--- src/rtl/bf16_div_seq_if.sv ---
// Operand/result bundle between the bus side and the bfloat16 divider.
// op_side/bus_side name the two ends; slave/master are aliases of the same views.
interface op_intf #(
    parameter int EXP_WIDTH  = 8,
    parameter int FRAC_WIDTH = 7
);
    logic                  op1_sign;
    logic [EXP_WIDTH-1:0]  op1_exp;
    logic [FRAC_WIDTH-1:0] op1_frac;
    logic                  op2_sign;
    logic [EXP_WIDTH-1:0]  op2_exp;
    logic [FRAC_WIDTH-1:0] op2_frac;
    logic                  op3_sign;
    logic [EXP_WIDTH-1:0]  op3_exp;
    logic [FRAC_WIDTH-1:0] op3_frac;
    logic                  overflow;

    modport op_side (
        input  op1_sign, op1_exp, op1_frac, op2_sign, op2_exp, op2_frac,
        output op3_sign, op3_exp, op3_frac, overflow
    );
    modport bus_side (
        output op1_sign, op1_exp, op1_frac, op2_sign, op2_exp, op2_frac,
        input  op3_sign, op3_exp, op3_frac, overflow
    );
    modport slave (
        input  op1_sign, op1_exp, op1_frac, op2_sign, op2_exp, op2_frac,
        output op3_sign, op3_exp, op3_frac, overflow
    );
    modport master (
        output op1_sign, op1_exp, op1_frac, op2_sign, op2_exp, op2_frac,
        input  op3_sign, op3_exp, op3_frac, overflow
    );
endinterface

--- src/rtl/bf16_div_seq.sv ---
// Sequential bfloat16 divider: restoring mantissa division, one quotient bit per
// cycle, fixed latency with start/busy/valid handshake. Truncating, no NaN/inf.
module bf16_div_seq #(
    parameter int EXP_WIDTH  = 8,
    parameter int FRAC_WIDTH = 7
) (
    input  logic    clk_i,
    input  logic    rst_ni,
    input  logic    start_i,
    output logic    busy_o,
    output logic    valid_o,
    op_intf.op_side div_intf
);
    localparam int Q_BITS = FRAC_WIDTH + 2;
    localparam int MW     = FRAC_WIDTH + 1;
    localparam int EW     = EXP_WIDTH + 2;
    localparam int CW     = $clog2(Q_BITS);
    localparam logic [EW-1:0] BIAS         = EW'((1 << (EXP_WIDTH - 1)) - 1);
    localparam logic signed [EW-1:0] E_MAX = EW'((1 << EXP_WIDTH) - 1);

    typedef enum logic [1:0] {IDLE, CALC, NORM, DONE} state_t;

    state_t                state_q, state_d;
    logic [CW-1:0]         bitcnt_q, bitcnt_d;
    logic [MW:0]           rem_q, rem_d;
    logic [MW-1:0]         div_q, div_d;
    logic [Q_BITS-1:0]     quo_q, quo_d;
    logic [EXP_WIDTH-1:0]  e1_q, e1_d, e2_q, e2_d;
    logic                  sign_q, sign_d;
    logic                  res_sign_q, res_sign_d;
    logic [EXP_WIDTH-1:0]  res_exp_q, res_exp_d;
    logic [FRAC_WIDTH-1:0] res_frac_q, res_frac_d;
    logic                  ovf_q, ovf_d;
    logic                  busy_q, busy_d;
    logic                  valid_q, valid_d;

    logic [MW+1:0]         rem_diff;
    logic [EW-1:0]         e_v;
    logic [FRAC_WIDTH-1:0] frac_v;

    always_comb begin
        state_d    = state_q;
        bitcnt_d   = bitcnt_q;
        rem_d      = rem_q;
        div_d      = div_q;
        quo_d      = quo_q;
        e1_d       = e1_q;
        e2_d       = e2_q;
        sign_d     = sign_q;
        res_sign_d = res_sign_q;
        res_exp_d  = res_exp_q;
        res_frac_d = res_frac_q;
        ovf_d      = ovf_q;
        valid_d    = 1'b0;
        rem_diff   = {1'b0, rem_q} - {2'b00, div_q};
        e_v        = '0;
        frac_v     = '0;

        case (state_q)
            IDLE: begin
                if (start_i) begin
                    state_d  = CALC;
                    rem_d    = {2'b01, div_intf.op1_frac};
                    div_d    = {1'b1, div_intf.op2_frac};
                    quo_d    = '0;
                    bitcnt_d = CW'(Q_BITS - 1);
                    e1_d     = div_intf.op1_exp;
                    e2_d     = div_intf.op2_exp;
                    sign_d   = div_intf.op1_sign ^ div_intf.op2_sign;
                end
            end
            CALC: begin
                // Negative trial difference means the divisor did not fit: restore.
                if (!rem_diff[MW+1]) begin
                    quo_d = {quo_q[Q_BITS-2:0], 1'b1};
                    rem_d = rem_diff[MW:0] << 1;
                end else begin
                    quo_d = {quo_q[Q_BITS-2:0], 1'b0};
                    rem_d = rem_q << 1;
                end
                bitcnt_d = bitcnt_q - CW'(1);
                if (bitcnt_q == '0) state_d = NORM;
            end
            NORM: begin
                e_v = {2'b00, e1_q} - {2'b00, e2_q} + BIAS;
                if (quo_q[Q_BITS-1]) begin
                    frac_v = quo_q[Q_BITS-2:1];
                end else begin
                    frac_v = quo_q[Q_BITS-3:0];
                    e_v    = e_v - EW'(1);
                end
                res_sign_d = sign_q;
                if (e2_q == '0) begin
                    res_exp_d = '1; res_frac_d = '0; ovf_d = 1'b1;
                end else if (e1_q == '0) begin
                    res_exp_d = '0; res_frac_d = '0; ovf_d = 1'b0;
                end else if ($signed(e_v) >= E_MAX) begin
                    res_exp_d = '1; res_frac_d = '0; ovf_d = 1'b1;
                end else if (e_v[EW-1] || e_v == '0) begin
                    res_exp_d = '0; res_frac_d = '0; ovf_d = 1'b0;
                end else begin
                    res_exp_d = e_v[EXP_WIDTH-1:0]; res_frac_d = frac_v; ovf_d = 1'b0;
                end
                valid_d = 1'b1;
                state_d = DONE;
            end
            DONE: state_d = IDLE;
            default: state_d = IDLE;
        endcase

        busy_d = (state_d != IDLE);
    end

    always_ff @(posedge clk_i or negedge rst_ni) begin
        if (!rst_ni) begin
            state_q    <= IDLE;
            bitcnt_q   <= '0;
            rem_q      <= '0;
            div_q      <= '0;
            quo_q      <= '0;
            e1_q       <= '0;
            e2_q       <= '0;
            sign_q     <= 1'b0;
            res_sign_q <= 1'b0;
            res_exp_q  <= '0;
            res_frac_q <= '0;
            ovf_q      <= 1'b0;
            busy_q     <= 1'b0;
            valid_q    <= 1'b0;
        end else begin
            state_q    <= state_d;
            bitcnt_q   <= bitcnt_d;
            rem_q      <= rem_d;
            div_q      <= div_d;
            quo_q      <= quo_d;
            e1_q       <= e1_d;
            e2_q       <= e2_d;
            sign_q     <= sign_d;
            res_sign_q <= res_sign_d;
            res_exp_q  <= res_exp_d;
            res_frac_q <= res_frac_d;
            ovf_q      <= ovf_d;
            busy_q     <= busy_d;
            valid_q    <= valid_d;
        end
    end

    assign busy_o            = busy_q;
    assign valid_o           = valid_q;
    assign div_intf.op3_sign = res_sign_q;
    assign div_intf.op3_exp  = res_exp_q;
    assign div_intf.op3_frac = res_frac_q;
    assign div_intf.overflow = ovf_q;
endmodule
--- src/flat_wrapper.sv ---
// flat-port wrapper written by rule: the top's interface ports become plain ports
module bf16_div_seq_flat 
#(
    parameter int EXP_WIDTH  = 8,
    parameter int FRAC_WIDTH = 7
)
  (clk_i, rst_ni, start_i, busy_o, valid_o, div_intf_op1_sign, div_intf_op1_exp, div_intf_op1_frac, div_intf_op2_sign, div_intf_op2_exp, div_intf_op2_frac, div_intf_op3_sign, div_intf_op3_exp, div_intf_op3_frac, div_intf_overflow);
  op_intf #(.EXP_WIDTH(EXP_WIDTH), .FRAC_WIDTH(FRAC_WIDTH)) div_intf_i ();
  input  logic clk_i;
  input  logic rst_ni;
  input  logic start_i;
  output logic busy_o;
  output logic valid_o;
  input wire logic [$bits(div_intf_i.op1_sign)-1:0] div_intf_op1_sign;
  input wire logic [$bits(div_intf_i.op1_exp)-1:0] div_intf_op1_exp;
  input wire logic [$bits(div_intf_i.op1_frac)-1:0] div_intf_op1_frac;
  input wire logic [$bits(div_intf_i.op2_sign)-1:0] div_intf_op2_sign;
  input wire logic [$bits(div_intf_i.op2_exp)-1:0] div_intf_op2_exp;
  input wire logic [$bits(div_intf_i.op2_frac)-1:0] div_intf_op2_frac;
  output wire logic [$bits(div_intf_i.op3_sign)-1:0] div_intf_op3_sign;
  output wire logic [$bits(div_intf_i.op3_exp)-1:0] div_intf_op3_exp;
  output wire logic [$bits(div_intf_i.op3_frac)-1:0] div_intf_op3_frac;
  output wire logic [$bits(div_intf_i.overflow)-1:0] div_intf_overflow;
  assign div_intf_i.op1_sign = div_intf_op1_sign;
  assign div_intf_i.op1_exp = div_intf_op1_exp;
  assign div_intf_i.op1_frac = div_intf_op1_frac;
  assign div_intf_i.op2_sign = div_intf_op2_sign;
  assign div_intf_i.op2_exp = div_intf_op2_exp;
  assign div_intf_i.op2_frac = div_intf_op2_frac;
  assign div_intf_op3_sign = div_intf_i.op3_sign;
  assign div_intf_op3_exp = div_intf_i.op3_exp;
  assign div_intf_op3_frac = div_intf_i.op3_frac;
  assign div_intf_overflow = div_intf_i.overflow;
  bf16_div_seq #(.EXP_WIDTH(EXP_WIDTH), .FRAC_WIDTH(FRAC_WIDTH)) u_core (.clk_i(clk_i), .rst_ni(rst_ni), .start_i(start_i), .busy_o(busy_o), .valid_o(valid_o), .div_intf(div_intf_i));
endmodule
--- config.mk ---
export PLATFORM = sky130hd
export DESIGN_NAME = bf16_div_seq_flat
export DESIGN_NICKNAME = d
export VERILOG_FILES = /design/src/rtl/bf16_div_seq_if.sv /design/src/rtl/bf16_div_seq.sv /design/src/flat_wrapper.sv
export SDC_FILE = /design/constraint.sdc
export NUM_CORES = 1
export LEC_CHECK = 0
export CORE_ASPECT_RATIO = 2
export CORE_MARGIN = 2
export CORE_UTILIZATION = 35
export CTS_BUF_LIST = sky130_fd_sc_hd__clkbuf_8 sky130_fd_sc_hd__clkbuf_16
export CTS_CLUSTER_DIAMETER = 40
export DETAILED_ROUTE_END_ITERATION = 10
export RECOVER_POWER = 100
export SYNTH_ARGS = -nofsm -noshare
export SYNTH_HDL_FRONTEND = slang
export SYNTH_SLANG_ARGS = --single-unit
--- constraint.sdc ---
create_clock -name clk_i -period 3.3 [get_ports clk_i]
set_input_delay 0.66 -clock clk_i [delete_from_list [all_inputs] [get_ports clk_i]]
set_output_delay 0.66 -clock clk_i [all_outputs]
set_load 0.01 [all_outputs]
# Yosys cells after proc, flatten, opt, wreduce, memory -nomap -nowiden
# Cells that the tools add are included.
# W data, S select, Z words.
[totals]
word_cells = 61
in_bits = 35
mem_count = 0
mem_bits_rw = 0
latchBits = 0
reg_bits = 68
mem_bits_ro = 0
[op_classes]
n_reduce_logical = 10
add_sub_neg = 5
n_div = 0
n_shift = 0
bitwise = 1
multipliers = 0
magnitude_cmp = 1
n_eq_ne = 4
muxes = 26
[op_table]
columns = ["cell", "n"]
rows = [
  ["$pmux W9 S2", 2],
  ["$mux W7", 5],
  ["$mux W8", 4],
  ["$mux W9", 3],
  ["$mux W10", 2],
  ["$logic_not A8 Y1", 2],
  ["$add A10 B7 Y10 const B", 1],
  ["$ge A10 B9 Y1 const B", 1],
  ["$logic_not A10 Y1", 1],
  ["$sub A10 B1 Y10 const B", 1],
  ["$sub A9 B8 Y10", 1],
  ["$sub A8 B8 Y9", 1],
  ["$pmux W2 S4", 1],
  ["$pmux W4 S2", 1],
  ["$mux W1", 5],
  ["$eq A2 B2 Y1 const B", 2],
  ["$logic_not A4 Y1", 1],
  ["$mux W2", 2],
  ["$mux W4", 1],
  ["$reduce_and A2 Y1", 2],
  ["$reduce_bool A2 Y1", 2],
  ["$sub A4 B1 Y4 const B", 1],
  ["$eq A2 B1 Y1 const B", 1],
  ["$logic_not A2 Y1", 1],
  ["other kinds (3)", 3],
]

# Longest topological paths before layout
[depth]
word_depth = 11
ltp_mapped = 15
ltp_nobuf = 15

# Worst setup path before layout
# No wires, ideal clock.
[synth_path]
path_kind = "register to register"
start = "register u_core.e1_q[0]"
end = "register u_core.res_frac_q[0] (netlist: u_core.div_intf.op3_frac[0])"
synth_period_minus_slack_ps = 3320
t_arrival_ps = 3210
path_slack_ps = -20
required_time_ps = 3190
path_stages_with_launch = 14
path_buffers = 0
cell_sequence = "dfrtp_1 -> inv_1 -> ha_1 -> inv_1 -> fa_1 -> a211oi_2 -> nor2_2 -> xnor2_2 -> o31a_2 -> o2111ai_1 -> nand3_1 -> xor2_1 -> nand2_1 -> o41ai_1"
[synth_via]
elab_chain_len = 11
elab_cells_between_ends = 13
classes_between = "add/sub (3); order compare (1); mux (6); reduce/logical (3)"
[synth_rtl]
columns = ["element", "line", "source"]
rows = [
  ["from (decl)", "bf16_div_seq.sv:28", "logic [EXP_WIDTH-1:0] e1_q, e1_d, e2_q, e2_d;"],
  ["from (signal assigned)", "bf16_div_seq.sv:121", "e1_q <= '0;"],
  ["from (signal assigned)", "bf16_div_seq.sv:136", "e1_q <= e1_d;"],
  ["branches (longest 9 deep; another with $add A10 B7 Y10)", "--", ""],
  ["$mux W7 (*)", "bf16_div_seq.sv:95", "end else if (e1_q == '0) begin"],
  ["$mux W7 (*)", "bf16_div_seq.sv:93", "if (e2_q == '0) begin"],
  ["to (signal assigned)", "bf16_div_seq.sv:141", "res_frac_q <= res_frac_d;"],
  ["to (decl)", "bf16_div_seq.sv:32", "logic [FRAC_WIDTH-1:0] res_frac_q, res_frac_d;"],
]
# Mark *: on every way between the ends. The select of a mux whose other input is x is not followed.
# A chain may end at the register's enable or synchronous reset.

# Worst setup path after layout
# Ends and elaborated chain as after synthesis.

==> impl_metrics.tcl <==
set metrics [dict create \
    status "finished, violations left" \
    failed_checks "negative setup slack" \
    final_hold_viol_count 0 \
    fillers 1078 \
    first_global_vias 3704 \
    dp_slack_ns -0.215 \
    ys_top_cells_by_area "dfrtp_1 (42%), ha_1 (6.2%), nand2_1 (4.6%)" \
    drive_gt1_share_pct 22.9 \
    antennaDiodeCount 0 \
    final_max_slew_viol_count 0 \
    syn_inst 404 \
    cts.clk_slew.worst_paths_ns 0.06 \
    die_w_um 79.8 \
    synthArstFlopShare_pct 100 \
    cts_made_buffers 9 \
    ys_top_cells_by_count "dfrtp_1 (68), nand2_1 (49), inv_1 (30), o21ai_0 (29), nor2_1 (27)" \
    rows 55 \
    synth.avg_cell_area_um2 9.96 \
    routedWlPerCell_um 16.2 \
    yosysMostFrequentCell "dfrtp_1" \
    clk_latency_ns 0.34 \
    cp-end-kind "flop" \
    ys_ff_latch 68 \
    synth-warning-count 0 \
    skew_ns 0.0104 \
    critPathRequiredTime_ns 3.53 \
    clk_path_buf_depth 2 \
    worstPathCellList "inv_2 -> ha_4 -> inv_2 -> fa_2 -> a211oi_4 -> nor2_2 -> xnor2_4 -> o31a_2 -> o21bai_4 -> a2111oi_4 -> buf_4 -> buf_4 -> o21a_4 -> a211o_4 -> o41ai_2" \
    initialDrtViolationCount 161 \
    placed_area_um2 4950 \
    place_congestion 0.836 \
    start_util_pct 35.7 \
    cp_slowest_stage_delay_ns 0.39 \
    grt_max_degree 42 \
    synth_nets 461 \
    hold_class "in -> async" \
    yosysTopAreaCell "dfrtp_1" \
    clkSinkCount 68 \
    crit_fanout 7 \
    fin_crit_ns 3.38 \
    setup_viol 8 \
    final_cell_area_um2 5510 \
    critical-path-top-delay-family "compound AO/OA/AOI/OAI gates" \
    die_area_um2 12400 \
    fin_crit_sh_pct 102 \
    synth-edff-count 0 \
    final.setup.tns_ns -0.392 \
    slowest_stage "dfrtp_1" \
    drtPass1Iterations 4 \
    routed_wirelength_um 10400 \
    numPortBuffers 53 \
    multi_input_area_um2 2400 \
    synthToLayoutAreaGrowth_pct 36.9 \
    synthesis.area_um2 4030 \
    vias 3388 \
    ant_nets 0 \
    nets 555 \
    final-seq-area_um2 1700 \
    drcViolationCount 0 \
    maxCapViolCount 0 \
    cts_tree "yes" \
    worstSetupPathType "reg -> reg" \
    dieHeight_um 156 \
    start_kind "flop" \
    grt_pass1_wl_um 17400 \
    grt.overflow.total 0 \
    viasPerCell 5.26 \
    critPathArrivalTime_ns 3.61 \
    cts_hold_buffers 0 \
    synth_top_area_share_pct 42.3 \
    pin_count 54 \
    clk_root_buffer_cell "clkbuf_16" \
    antenna_found_initial 0 \
    yosysSeqAreaShare_pct 42.3 \
    path_buf_inv 4 \
    hpwl_um 7740 \
    coreArea_um2 11300 \
    rsz0062_at_grt "true" \
    fmax_mhz 296 \
    worst_pin_slew_ns 1.11 \
    ys_types 62 \
    synthFlopType "dfrtp_1" \
    h-tree-depth 3 \
    setup_ws_ns -0.0772 \
    max-slew-margin-rel_pct 26.2 \
    grt.total_usage_pct 18.1 \
]
final cells by class:
class                   count  share of cell area (%)
inverters                  30                    2.04
flip-flops and latches     68                    30.9
clock inverters             2                   0.159
clock buffers              13                    5.09
well taps                 142                    3.23
multi-input cells         295                    43.7
repair buffers             94                    14.9
metal layers:
metal,GRT usage [%],up-vias,share of wire (%)
li1,-,1644,-
met5,0,-,0
met1,18.3,1659,37
met4,8.47,0,3.8
met3,4.11,28,2.8
met2,34.0,57,57
repair_timing:
action / 4_1_cts / 5_1_grt
pin swaps: 18 / 11
gates cloned: 0 / 1
buffers inserted: 3 / 2
gates resized for setup: 23 / 20
endpoints found under the setup margin: 9 / 16
per-stage QoR:
step	util (%)	instances	hold slack, ns
after detailed placement	43.9	623	0.462
after global routing	48.8	644	0.326
after floorplan	-	404	0.364
final	48.8	644	0.290
after CTS	47.7	641	0.186
after global placement	43.9	623	0.453
placed cells by master (no fill, tap or decap), types with 3 or more instances in the layout:
cell type / n
dfrtp_1: 68
nand2_1: 48
clkdlybuf4s50_1: 32
buf_4: 32
inv_1: 29
o21ai_0: 28
nor2_1: 27
dlygate4sd3_1: 20
ha_1: 18
mux2_2: 16
a21oi_1: 13
a22o_1: 10
clkbuf_16: 9
nor4_1: 7
o41ai_2: 7
nand2b_1: 6
nor2b_1: 6
xor2_1: 6
mux2i_1: 6
o21a_1: 5
a211oi_1: 5
clkbuf_1: 5
a21o_1: 4
nor3_1: 4
xnor2_1: 4
xnor2_2: 4
a311oi_2: 4
clkbuf_8: 4
o211ai_1: 3
nand3_1: 3
a311oi_1: 3
buf_6: 3
flip-flops by register name, indices dropped and copies added, names as in the netlist, 2 cells and up:
name,cells
u_core.quo_q,9
u_core.rem_q,9
u_core.div_intf.op3_exp,8
u_core.div_q,8
u_core.e1_q,8
u_core.e2_q,8
u_core.div_intf.op3_frac,7
u_core.bitcnt_q,4
u_core.state_q,2
cell families after synthesis:
group | count (synthesis) | share of synthesized area, %
AO/OA/AOI/OAI | 109 | 20.0
XOR/XNOR | 19 | 5.32
adder cells (fa/ha/maj) | 22 | 7.21
buffers and inverters | 42 | 4.20
flip-flops | 68 | 42.3
multiplexers | 22 | 5.97
AND/OR/NAND/NOR | 122 | 15.1
final timing paths:
| check | from | end | slack (ns) | cells after the start |
|---|---|---|---|---|
| min | rst_ni | u_core.div_q[1] | 0.29 | 1 |
| min in group clk_i | u_core.div_q[7] | u_core.div_q[7] | 0.48 | 1 |
| min reg2reg | u_core.div_q[7] | u_core.div_q[7] | 0.48 | 1 |
| max in group asynchronous | rst_ni | u_core.e1_q[1] | 1.61 | 2 |
| max reg2reg | u_core.e1_q[0] | u_core.div_intf.op3_frac[0] | -0.08 | 15 |
| max | u_core.e1_q[0] | u_core.div_intf.op3_frac[0] | -0.08 | 15 |
Power is not shown: default switching activity piles up to over one toggle a cycle in this logic, so the estimate is an artifact.
